$ cat src/rtl/hazard_controller.sv
// Hazard and sequencing controller for a 5-stage pipeline: forwarding, load-use stalls,
// branch flushes, and a memory-wait FSM with timeout and saturating performance counters.
module hazard_controller #(
    parameter int MEM_TIMEOUT = 16,
    parameter int CNT_W       = 32
) (
    input  logic             clk,
    input  logic             rst_n,
    input  logic [4:0]       Rs1D,
    input  logic [4:0]       Rs2D,
    input  logic [4:0]       Rs1E,
    input  logic [4:0]       Rs2E,
    input  logic [4:0]       RdE,
    input  logic [4:0]       RdM,
    input  logic [4:0]       RdW,
    input  logic             RegWriteM,
    input  logic             RegWriteW,
    input  logic [1:0]       ResultSrcE,
    input  logic             PCSrcE,
    input  logic             MemReadM,
    input  logic             MemWriteM,
    input  logic             mem_ready,
    output logic [1:0]       ForwardAE,
    output logic [1:0]       ForwardBE,
    output logic             StallF,
    output logic             StallD,
    output logic             StallE,
    output logic             StallM,
    output logic             FlushD,
    output logic             FlushE,
    output logic             FlushW,
    output logic             mem_req,
    output logic             mem_timeout_err,
    output logic [CNT_W-1:0] stall_count,
    output logic [CNT_W-1:0] flush_count
);

    localparam logic [7:0] TIMEOUT_W = MEM_TIMEOUT[7:0];

    typedef enum logic [1:0] {
        IDLE  = 2'b00,
        WAIT  = 2'b01,
        ERROR = 2'b10
    } mem_state_t;

    mem_state_t       state_reg, state_next;
    logic [7:0]       wait_cnt_reg, wait_cnt_next;
    logic             err_reg;
    logic [CNT_W-1:0] stall_cnt_reg, flush_cnt_reg;

    logic             acc;
    logic             mem_stall;
    logic             mem_req_int;
    logic             lu;
    logic             flush_event;

    logic [4:0]       rs_e [2];
    logic [1:0]       fwd  [2];

    assign rs_e[0] = Rs1E;
    assign rs_e[1] = Rs2E;

    // M-stage result is younger than W, so it wins when both match.
    genvar gi;
    generate
        for (gi = 0; gi < 2; gi++) begin : g_fwd
            always_comb begin
                fwd[gi] = 2'b00;
                if (RegWriteM && (RdM != 5'd0) && (RdM == rs_e[gi]))
                    fwd[gi] = 2'b10;
                else if (RegWriteW && (RdW != 5'd0) && (RdW == rs_e[gi]))
                    fwd[gi] = 2'b01;
            end
        end
    endgenerate

    assign acc = MemReadM | MemWriteM;
    assign lu  = (ResultSrcE == 2'b01) && (RdE != 5'd0) &&
                 ((RdE == Rs1D) || (RdE == Rs2D));

    always_comb begin
        state_next    = state_reg;
        wait_cnt_next = wait_cnt_reg;
        mem_stall     = 1'b0;
        mem_req_int   = 1'b0;
        case (state_reg)
            IDLE: begin
                mem_req_int = acc;
                if (acc && !mem_ready) begin
                    mem_stall     = 1'b1;
                    state_next    = WAIT;
                    wait_cnt_next = 8'd1;
                end
            end
            WAIT: begin
                mem_req_int = 1'b1;
                if (mem_ready) begin
                    state_next    = IDLE;
                    wait_cnt_next = 8'd0;
                end else begin
                    mem_stall = 1'b1;
                    if (wait_cnt_reg == TIMEOUT_W)
                        state_next = ERROR;
                    else
                        wait_cnt_next = wait_cnt_reg + 8'd1;
                end
            end
            ERROR: begin
                mem_stall = 1'b1;
            end
            default: begin
                state_next = IDLE;
            end
        endcase
    end

    // Outputs are gated by rst_n so they drop the moment reset asserts, without a clock edge.
    always_comb begin
        ForwardAE = 2'b00;
        ForwardBE = 2'b00;
        StallF    = 1'b0;
        StallD    = 1'b0;
        StallE    = 1'b0;
        StallM    = 1'b0;
        FlushD    = 1'b0;
        FlushE    = 1'b0;
        FlushW    = 1'b0;
        mem_req   = 1'b0;
        if (rst_n) begin
            ForwardAE = fwd[0];
            ForwardBE = fwd[1];
            mem_req   = mem_req_int;
            if (mem_stall) begin
                // E is frozen, so a pending branch or load-use is simply retried on release.
                StallF = 1'b1;
                StallD = 1'b1;
                StallE = 1'b1;
                StallM = 1'b1;
                FlushW = 1'b1;
            end else if (PCSrcE) begin
                FlushD = 1'b1;
                FlushE = 1'b1;
            end else if (lu) begin
                StallF = 1'b1;
                StallD = 1'b1;
                FlushE = 1'b1;
            end
        end
    end

    assign flush_event = PCSrcE && !mem_stall;

    always_ff @(posedge clk or negedge rst_n) begin
        if (!rst_n) begin
            state_reg     <= IDLE;
            wait_cnt_reg  <= 8'd0;
            err_reg       <= 1'b0;
            stall_cnt_reg <= '0;
            flush_cnt_reg <= '0;
        end else begin
            state_reg    <= state_next;
            wait_cnt_reg <= wait_cnt_next;
            if (state_next == ERROR)
                err_reg <= 1'b1;
            if (StallF && (stall_cnt_reg != '1))
                stall_cnt_reg <= stall_cnt_reg + CNT_W'(1);
            if (flush_event && (flush_cnt_reg != '1))
                flush_cnt_reg <= flush_cnt_reg + CNT_W'(1);
        end
    end

    assign mem_timeout_err = err_reg;
    assign stall_count     = stall_cnt_reg;
    assign flush_count     = flush_cnt_reg;

endmodule

$ cat config.mk
export PLATFORM = sky130hd
export DESIGN_NAME = hazard_controller
export DESIGN_NICKNAME = d
export VERILOG_FILES = /design/src/rtl/hazard_controller.sv
export SDC_FILE = /design/constraint.sdc
export NUM_CORES = 1
export LEC_CHECK = 0
export CAP_MARGIN = 15
export CORE_MARGIN = 1.5
export CORE_UTILIZATION = 49
export CTS_BUF_LIST = sky130_fd_sc_hd__clkbuf_4
export DETAILED_ROUTE_END_ITERATION = 10
export PLACE_DENSITY = 0.91
export SYNTH_ARGS = -nofsm -noshare
export SYNTH_HDL_FRONTEND = slang
export SYNTH_SLANG_ARGS = --single-unit
$ cat constraint.sdc
create_clock -name clk -period 3 [get_ports clk]
set_clock_uncertainty 0.05 [all_clocks]
set_input_delay 0.6 -clock clk [delete_from_list [all_inputs] [get_ports clk]]
set_output_delay 0.6 -clock clk [all_outputs]
set_load 0.05 [all_outputs]
# ---- Word-level counts from Yosys, hierarchy flattened
# Cells that the tools add are included.
dict set report op_classes {
  addsub 3
  n_mul 0
  n_div 0
  order_cmp 0
  eq_ne 15
  shifts 0
  n_mux 31
  n_bitwise 1
  n_reduce_logical 21
}
# op count
set ops {}
lappend ops {{32-bit by 1-bit adder with 32-bit output (second input constant)} 2}
lappend ops {{32-bit inequality test (second input constant)} 2}
lappend ops {{5-bit == test} 6}
lappend ops {{8-bit 2-to-1 mux} 3}
lappend ops {{1-bit 2-to-1 mux} 17}
lappend ops {{8-bit case mux with 2 select lines} 1}
lappend ops {{5-bit nonzero test} 3}
lappend ops {{2-bit 2-to-1 mux} 7}
lappend ops {{1-bit logical AND} 12}
lappend ops {{8-bit by 1-bit adder with 8-bit output (second input constant)} 1}
lappend ops {{8-bit by 5-bit == test with 1-bit output (second input constant)} 1}
lappend ops {{2-bit case mux with 3 select lines} 1}
lappend ops {{2-bit by 1-bit == test with 1-bit output (second input constant)} 2}
lappend ops {{2-bit == test (second input constant)} 2}
lappend ops {{3-bit inequality test (second input constant)} 1}
lappend ops {{1-bit case mux with 3 select lines} 1}
lappend ops {{3-bit AND reduction} 1}
lappend ops {{1-bit zero test} 2}
lappend ops {{2-bit zero test} 1}
lappend ops {{2-bit inequality test (second input constant)} 1}
lappend ops {{1-bit case mux with 2 select lines} 1}
lappend ops {{2-bit nonzero test} 1}
lappend ops {{1-bit logical OR} 1}
lappend ops {{1-bit OR} 1}
dict set report totals {
  register_bits 75
  latch_bits 0
  ram_bits 0
  romBits 0
  in_bits 45
  word_cells 76
  memories 0
}

# ---- Longest topological paths before layout
# Gate-level depths: netlist of run 1.
dict set report depth {
  word_depth 8
  ltp_mapped 8
  mapped_depth_nobuf 7
}

# ---- Worst setup path before layout of run 1
# No wires, ideal clock.
dict set report synth_path {
  path_type {input-to-output}
  startpoint {in RdM[1]}
  endpoint {out ForwardAE[0]}
  t_arrival_ns 2.951
  t_required_ns 2.350
  setup_slack_ns -0.601
  stages 4
  path_buffers 0
  path_cell_list {or4_1 > o21ai_0 > nor4_1 > nor4_1}
}
dict set report synth_via {
  elab_chain_len 5
  word_cells_on_any_way 6
  cone_classes {eq/ne (1); mux (2); reduce/logical (3)}
}
# item line_no
set synth_lines {}
lappend synth_lines {{start, declared} 14} ;# input logic [4:0] RdM,
lappend synth_lines {{5-bit nonzero test} 69} ;# if (RegWriteM && (RdM != 5'd0) && (RdM == rs_e[gi]))
lappend synth_lines {{1-bit logical AND} 69}
lappend synth_lines {{1-bit logical AND *} 69}
lappend synth_lines {{2-bit 2-to-1 mux *} 69}
lappend synth_lines {{2-bit 2-to-1 mux *} 129} ;# if (rst_n) begin
lappend synth_lines {{end, declared} 23} ;# output logic [1:0] ForwardAE,
# Mark *: on every way between the ends. The rest lies on a longest branch, timed or not.

# ---- Worst setup path in the final report of run 1
# Ends and elaborated chain as after synthesis.

==> results.tsv, run 1 <==
stage	metric	value	unit
run_status	status	finished with violations	
run_status	violated checks	setup timing	
worst_setup_path	Req. time, crit path	2.35	ns
finish	nets@finish	600	
finish	ANT cells	0	
logic_synthesis	register area share after synthesis	0.449	
drt	First-pass DRT Iterations	4	
logic_synthesis	Top FF cell, synth	dfrtp_1	
pwr	maximum vdd drop	341	uV
sta	Tightest Pin Transition	0.644	ns
sta	final count of hold timing violations	0	
logic_synthesis	yosys warns	0	
placement	GP Congestion	0.817	
sta	Slew headroom	0.567	
clock_tree	# Post-CTS Setup Buffers	0	
die	die width	95.4	um
logic_synthesis	Synth async-reset ratio	1.00	
logic_synthesis	Netlist cell types	51	
finish	Fillers	593	
worst_setup_path	crit path from	RdM[1]	
worst_hold_path	Hold Path Class	input port to asynchronous set/reset pin	
clock_tree	CTS tree	yes	
worst_setup_path	element type at the critical path end	primary output	
worst_setup_path	Worst Reg-to-Reg Cells	6	
sta	Final Setup Violations	1	
die	# rows	33	
pwr	clock share of power	0.225	
sta	RSZ-0062 raised after global routing	yes	
drt	routed vias/inst	5.70	
logic_synthesis	ranking of synthesized cells by area	dfrtp_1 45%, xnor2_1 11%, xor2_1 9.2%, nand3_1 3.8%, nand4_1 3.6%	
pwr	Logic pwr share	0.321	
sta	Period Utilization, post-route	1.01	
drt	WL final	11200	um
placement	I/O Buffers	121	
pwr	P per Cell Area	447	nW/um2
global_routing	Global Route Usage Sum	0.255	
die	CORE AREA	8260	um2
logic_synthesis	cell taking the most area after synthesis	dfrtp_1	
pwr	Seq pwr share	0.455	
global_routing	Congestion Overflow GR	0	
pwr	leakage	2.49	nW
die	Vert. Die Dim	95.4	um
worst_setup_path	reg2reg end	flush_count[22]	
die	Initial Util	0.507	
sta	min Tclk post-route	3.04	ns
logic_synthesis	net count after synthesis	455	
logic_synthesis	Mean Syn Cell Area	10.3	um2
global_routing	largest net degree at the start of global routing	48	
drt	wire per inst	17.0	um
logic_synthesis	cells after synthesis	406	
clock_tree	Clk Latency, worst-skew pair	0.42	ns
worst_setup_path	CP Capture Point	ForwardAE[0]	
run	max cap viols	0	
pwr	Power Total	0.00264	W
finish	area grow syn2layout	41.1	%
sta	Worst Setup Slack, final	-0.0399	ns
logic_synthesis	top cell type's share of synthesized area	0.449	
clock_tree	Root Buffer	clkbuf_4	
logic_synthesis	Yosys reg bits	75	
drt	# DRC	0	
clock_tree	Clock Pin Slew Worst Setup and Hold Paths	0.13	ns
placement	DP HPWL	8480	um
clock_tree	hold buffers post-CTS	0	
logic_synthesis	mapped cell area	4180	um2
sta	fmax	329	MHz
die	I/O Pins	122	
clock_tree	TritonCTS Buffers	9	
drt	Vias	3754	
worst_setup_path	reg2reg start	state_reg[0]	
worst_setup_path	Critical Path Fanout Max	2	
global_routing	initial antenna violation count	0	
clock_tree	clock tree buffer depth	2	
sta	worst hold slack	0.214	ns
placement	pre-CTS setup slack	-0.115	ns
pwr	Internal	0.00167	W
pwr	Switch Pwr	0.000974	W
drt	number of DRC markers in iteration 0	194	
worst_setup_path	R2R setup slack	0.56	ns
clock_tree	H-Tree Level Count	3	
pwr	Switching Share	0.369	
global_routing	first-pass GRT wire length	17800	um
drt	DRT antenna net count	0	
logic_synthesis	EDFF count, synth	0	
sta	Final Slew Violations	0	
finish	share of layout cells above drive strength 1	0.155	
global_routing	vias in the first global route	3771	
die	DIE AREA	9100	um2
worst_setup_path	CP Launch Type	input port	
worst_setup_path	WS Path Type	input port to primary output	
worst_setup_path	critical path arrival	2.39	ns
clock_tree	CTS sink count	75	
worst min-delay path by stage:
stage          depth (start not counted)         endpoint  slack, ns
2_1_floorplan                          0   flush_count[0]       0.25
3_3_place_gp                           1  mem_timeout_err       0.41
3_5_place_dp                           1  flush_count[11]       0.43
4_1_cts                                2  stall_count[18]       0.20
5_1_grt                                2  stall_count[18]       0.22
6_report                               2  stall_count[18]       0.21
power groups by stage:
stage               combinational [W]  sequential [W]  clock, W
detailed placement           0.000843         0.00122         0
global route                 0.000900         0.00121  0.000660
finish                       0.000847         0.00120  0.000594
global placement             0.000819         0.00122         0
CTS                          0.000848         0.00120  0.000608
floorplan                    0.000239         0.00146         0
cells in the final DEF, fill, tap and decap left out, types with 4 or more instances in the layout:
master / instances
clkdlybuf4s50_1: 105
dfrtp_1: 75
xnor2_1: 53
xor2_1: 44
nand3_1: 32
nand2_1: 30
buf_4: 27
nor2_1: 26
nand4_1: 24
and3_1: 16
clkbuf_4: 9
nor3_1: 8
and4_1: 8
buf_12: 8
inv_1: 7
and2_1: 7
a21oi_1: 4
nor4_2: 4
ha_1: 4
cells in the mapped netlist (2+ instances only):
| cell type | count |
|---|---|
| dfrtp_1 | 75 |
| xnor2_1 | 53 |
| xor2_1 | 44 |
| nand3_1 | 32 |
| nand2_1 | 30 |
| nor2_1 | 26 |
| nand4_1 | 24 |
| and3_1 | 16 |
| and4_1 | 8 |
| nor3_1 | 8 |
| and2_1 | 7 |
| inv_1 | 7 |
| nor4_1 | 6 |
| a21oi_1 | 5 |
| or4_1 | 5 |
| ha_1 | 4 |
| and4_2 | 3 |
| buf_2 | 3 |
| buf_4 | 3 |
| nor4_2 | 3 |
| nor4bb_1 | 3 |
| o21ai_0 | 3 |
| a311oi_2 | 2 |
| and2_2 | 2 |
| clkbuf_1 | 2 |
| mux2_2 | 2 |
| nand3_2 | 2 |
| nor2b_1 | 2 |
| nor4b_1 | 2 |
| o211ai_1 | 2 |
| or3b_2 | 2 |
per-stage QoR:
stage               cell area [um2]  TNS [ns]  std cells  utilization
floorplan                      4200   -0.0314        406            -
global placement               5730    -0.144        645        0.694
detailed placement             5730    -0.222        645        0.694
CTS                            5870   -0.0375        659        0.711
global route                   5910    -0.141        659        0.715
finish                         5910   -0.0399        659        0.715
worst max-delay path, stage by stage:
cell and delay (ns):
clkdlybuf4s50_1 0.43, or4_4 0.54, o21ai_2 0.15, nor4_1 0.09, nor4_2 0.28, buf_4 0.17, buf_12 0.13
timing repair:
action / CTS / global route
pin swaps: 1 / 2
gates resized for setup: 5 / 7
setup endpoints to repair: 2 / 7
per-layer routing:
metal	vias up	track usage	part of all wire
met1	1860	0.302	0.38
met2	127	0.442	0.52
met4	0	0.116	0.022
met5	-	0	0
met3	23	0.0542	0.071
li1	1744	-	-
kinds of logic after synthesis:
logic type	count (synthesis)	synth area share
buffers and inverters	16	0.0182
multiplexers	2	0.00538
XOR/XNOR	97	0.203
AND/OR/NAND/NOR	190	0.269
AO/OA/AOI/OAI	22	0.0437
adder cells (fa/ha/maj)	4	0.0120
flip-flops	75	0.449
final cells by class:
class                           instances  area (um2)  share of cell area
Multi-Input combinational cell        315        2300               0.389
Sequential cell                        75        1880               0.318
Timing Repair Buffer                  143        1450               0.245
Tap cell                              105         131              0.0222
Clock buffer                            9        67.6              0.0114
Clock inverter                          5        56.3             0.00953
Inverter                                7        26.3             0.00445
Note: power is estimated with default switching activity, not from simulation.
==> run 2: changes to the inputs <==
--- a/config.mk
+++ b/config.mk
@@ -10,6 +10,7 @@
 export CORE_UTILIZATION = 49
 export CTS_BUF_LIST = sky130_fd_sc_hd__clkbuf_4
 export DETAILED_ROUTE_END_ITERATION = 10
+export HOLD_SLACK_MARGIN = 0.1
 export PLACE_DENSITY = 0.91
 export SYNTH_ARGS = -nofsm -noshare
 export SYNTH_HDL_FRONTEND = slang
==> results of run 2 <==
Final layout, timing and power as in run 1 (identical DEF).
==> variant 1: new RTL, flow settings as in run 1 <==
The parameter `CNT_W` goes from 32 to 24.
--- a/src/rtl/hazard_controller.sv
+++ b/src/rtl/hazard_controller.sv
@@ -2,7 +2,7 @@
 // branch flushes, and a memory-wait FSM with timeout and saturating performance counters.
 module hazard_controller #(
     parameter int MEM_TIMEOUT = 16,
-    parameter int CNT_W       = 32
+    parameter int CNT_W       = 24
 ) (
     input  logic             clk,
     input  logic             rst_n,
Interface: changed (resized flush_count and stall_count); port bits go from 122 to 106. No check against the original RTL was run, so the function may have changed too.
==> variant 1 against run 1 <==
- worst setup slack better by 0.043 ns
- wire length down 24%
- area after synthesis down 19%
- first-iteration DRC count down 56%
- sequential cell count down 16
- power down 12%
- die area down 18%
- design area down 17%
- largest cell class unchanged
==> variant 1: results <==
[final_layout]
final_cells = 550
final_nets = 514
drive_gt1_frac = 0.166

[run_status]
status = finished clean

[grt]
gr-usage-all-layers = 0.234
grt_max_degree = 66
grt_pass1_vias = 3012
grt_pass1_wl_um = 13800

[yosys]
synth_common_cells = dfrtp_1 (59), xnor2_1 (51), nand2_1 (31)
syn_inst = 337
yosys-top-cells-area = dfrtp_1 (43%), xnor2_1 (13%), xor2_1 (7.2%), nand4_1 (3.9%), nand2_1 (3.4%)
seq_area_frac_synth = 0.434
synthDistinctLibCells = 50

[setup_path]
r2r_start = flush_count[0]$_DFFE_PN0P_
arrival_ns = 2.35
critPathSlowestCell = or4_1
cp-startpoint = RdM[1]

[timing]
slew_headroom = 0.489

[power]
irDropWorstVdd_mv = 0.591
power.leakage_nw = 2.07
p_switching_mw = 0.878

[routing]
drt_iter0_drc = 86
avgRoutedWirePerCell_um = 15.5
drt_pass1_iterations = 4

[placed_design]
dp.cells = 533
port_buffers = 105
place_hpwl_um = 6450
gp_congestion = 0.853

[cts]
cts.clk_slew.worst_paths_ns = 0.11
-- variant 1: cell count changes in the layout (fill, tap and decap cells not counted), sizes merged, moves of 3 or more --
| cell | run 1 | this run |
|---|---|---|
| clkdlybuf4s50 | 105 | 88 |
| dfrtp | 75 | 59 |
| xor2 | 44 | 28 |
| and4 | 11 | 2 |
| nand3 | 34 | 25 |
| and3 | 16 | 11 |
| buf | 35 | 31 |
| nor4 | 9 | 5 |
| a21oi | 5 | 2 |
| nor4bb | 3 | 0 |
-- variant 1: area by class of cell --
cell class / instances / area share
flip-flops and latches: 59 / 0.300
well taps: 80 / 0.0203
clock inverters: 7 / 0.0157
clock buffers: 9 / 0.0137
multi-input cells: 265 / 0.386
inverters: 6 / 0.00457
repair buffers: 124 / 0.260
-- variant 1: power by group through the flow --
stage	Sequential, mW	Clock [mW]	Combinational, mW
6_report	0.975	0.578	0.770
3_5_place_dp	0.989	0	0.763
3_3_place_gp	0.983	0	0.748
2_1_floorplan	1.20	0	0.231
5_1_grt	0.992	0.634	0.817
4_1_cts	0.974	0.597	0.769
-- variant 1: through the flow --
step	worst slack [ns]	util	cell area, µm²	hold slack, ns	power, mW
after floorplan	-0.0314	-	3420	0.254	1.43
after global routing	-0.0494	0.729	4930	0.198	2.44
final	0.00265	0.729	4930	0.183	2.32
after global placement	-0.0888	0.698	4720	0.410	1.73
after CTS	-0.0292	0.724	4890	0.173	2.34
after detailed placement	-0.133	0.698	4720	0.431	1.75
-- variant 1: worst paths after layout --
check | end | slack, ns | cells after the start
max | ForwardAE[0] | 0.003 | 6
min | stall_count[23]$_DFFE_PN0P_ | 0.18 | 2
max reg2reg | flush_count[13]$_DFFE_PN0P_ | 0.73 | 6
min reg2reg | mem_timeout_err$_DFFE_PN0N_ | 0.44 | 1
max in group asynchronous | stall_count[17]$_DFFE_PN0P_ | 2.43 | 2
min in group clk | mem_timeout_err$_DFFE_PN0N_ | 0.44 | 1
-- variant 1: logic make-up after synthesis --
kind of cell,Yosys count,share of synthesized area
DFF,59,0.434
muxes,3,0.0107
and+or+nand+nor,159,0.257
adders and majority gates,4,0.0147
buffers and inverters,13,0.0265
AOI/OAI and AO/OA,20,0.0527
xor gates and xnor gates,79,0.204
-- variant 1: what timing repair did --
item / CTS / global route
pin swaps: 1 / 4
setup endpoints to repair: 3 / 7
gates resized for setup: 7 / 9
buffers inserted: 0 / 1
gates cloned: 0 / 0
-- variant 1: metal layers --
layer,share of wire,vias up,GRT usage
li1,-,1448,-
met5,0,-,0
met1,0.42,1461,0.284
met4,0.038,0,0.123
met2,0.50,97,0.396
met3,0.042,26,0.0467
==> variant 2: new RTL, config.mk and constraints of run 1 <==
Made on the original files. Re-encode `mem_state_t` (3 states) as one-hot, 3 bits wide.
--- a/src/rtl/hazard_controller.sv
+++ b/src/rtl/hazard_controller.sv
@@ -37,10 +37,10 @@
 
     localparam logic [7:0] TIMEOUT_W = MEM_TIMEOUT[7:0];
 
-    typedef enum logic [1:0] {
-        IDLE  = 2'b00,
-        WAIT  = 2'b01,
-        ERROR = 2'b10
+    typedef enum logic [2:0] {
+        IDLE  = 3'b001,
+        WAIT  = 3'b010,
+        ERROR = 3'b100
     } mem_state_t;
 
     mem_state_t       state_reg, state_next;
Function: same outputs for any inputs over 10 cycles, from zero or initial values and one cycle with rst_n low; not proved beyond that.
==> variant 2 against run 1 <==
- design area is 1.1% higher
- power is 5.2% higher
- die area is 0.20% higher
- worst setup slack better by 0.099 ns
- sequential share of layout area is 0.10 points higher
- area after synthesis is 0.21% higher
- combinational power is 7.9% higher
- wire length is 1.2% lower
- first-iteration DRC count is 3.6% higher
- critical path depth is 2 lower
- sequential cell count is 1 higher
- synthesized cell count is 4.7% higher
- critical endpoint is now ForwardBE[0]
==> variant 2: results <==
[placed_design]
gp_congestion = 0.874
place_hpwl_um = 8290

[yosys]
synth_common_cells = dfrtp_1 (75), xnor2_1 (46), xor2_1 (44)
synthDistinctLibCells = 46
yosys-top-cells-area = dfrtp_1 (45%), xnor2_1 (9.6%), xor2_1 (9.2%), nand4_1 (4.3%), nand3_1 (3.5%)
seq_area_frac_synth = 0.454

[routing]
wl_met1_um = 4530
met3RoutedLength_um = 785
dr_total_vias = 3882
drt_iter0_drc = 201
routed-wl-met2_um = 5590

[timing]
setup_viol = 0
slew_headroom = 0.383

[setup_path]
crit_end = ForwardBE[0]
reg2reg_depth = 7
r2r_start = stall_count[0]$_DFFE_PN0P_
r2r_setup_slack_ns = 0.47
reg2reg_to = stall_count[23]$_DFFE_PN0P_
arrival_ns = 2.29
cp-startpoint = Rs2E[4]

[final_layout]
nonClkBufAreaFrac = 0.253
final_nets = 620
clkbuf_count = 10
clock_area_frac = 0.0233
multi_input_area_share = 0.379
regArea_um2 = 1900
n_all_buffers = 145
drive_gt1_frac = 0.134
num-fill-cells = 594

[grt]
grt_util_met3 = 0.0526
grt_util_met1 = 0.298
grt_pass1_wl_um = 17400
grt_pass1_vias = 3826
grt_max_degree = 58
grtUsageMet2 = 0.433

[cts]
cts.clk_slew.worst_paths_ns = 0.10
cts_resized = 2
cts_hold_buf = 1

[run_status]
status = finished clean

[power]
p_seq_frac = 0.442
irDropWorstVdd_mv = 0.488
switching_share = 0.372
## variant 2: cell count changes after synthesis, moves of 5 or more
cell     change
a31oi_1      +5
and4_1       -6
nand4_1      +5
nor2_1       +8
nor3_1       +9
o21ai_0     +16
xnor2_1      -7
## variant 2: metrics by stage
stage	setup WS (ns)	hold WS, ns	cells	TNS [ns]
6_report	0.0587	0.0805	681	0
5_1_grt	-0.00762	0.0630	681	-0.00762
4_1_cts	-0.0646	0.0591	681	-0.164
3_5_place_dp	-0.129	0.422	664	-0.358
3_3_place_gp	-0.0637	0.417	664	-0.126
2_1_floorplan	0.143	0.254	425	0
## variant 2: cell families (layout without fill, tap and decap cells)
family	count (synthesis)	count (layout)	synth area share
simple gates	202	202	0.265
xor+xnor	90	90	0.188
flops	76	76	0.454
compound gates	34	34	0.0492
buf+inv	17	168	0.0257
fa+ha+maj	4	4	0.0119
mux	2	2	0.00627
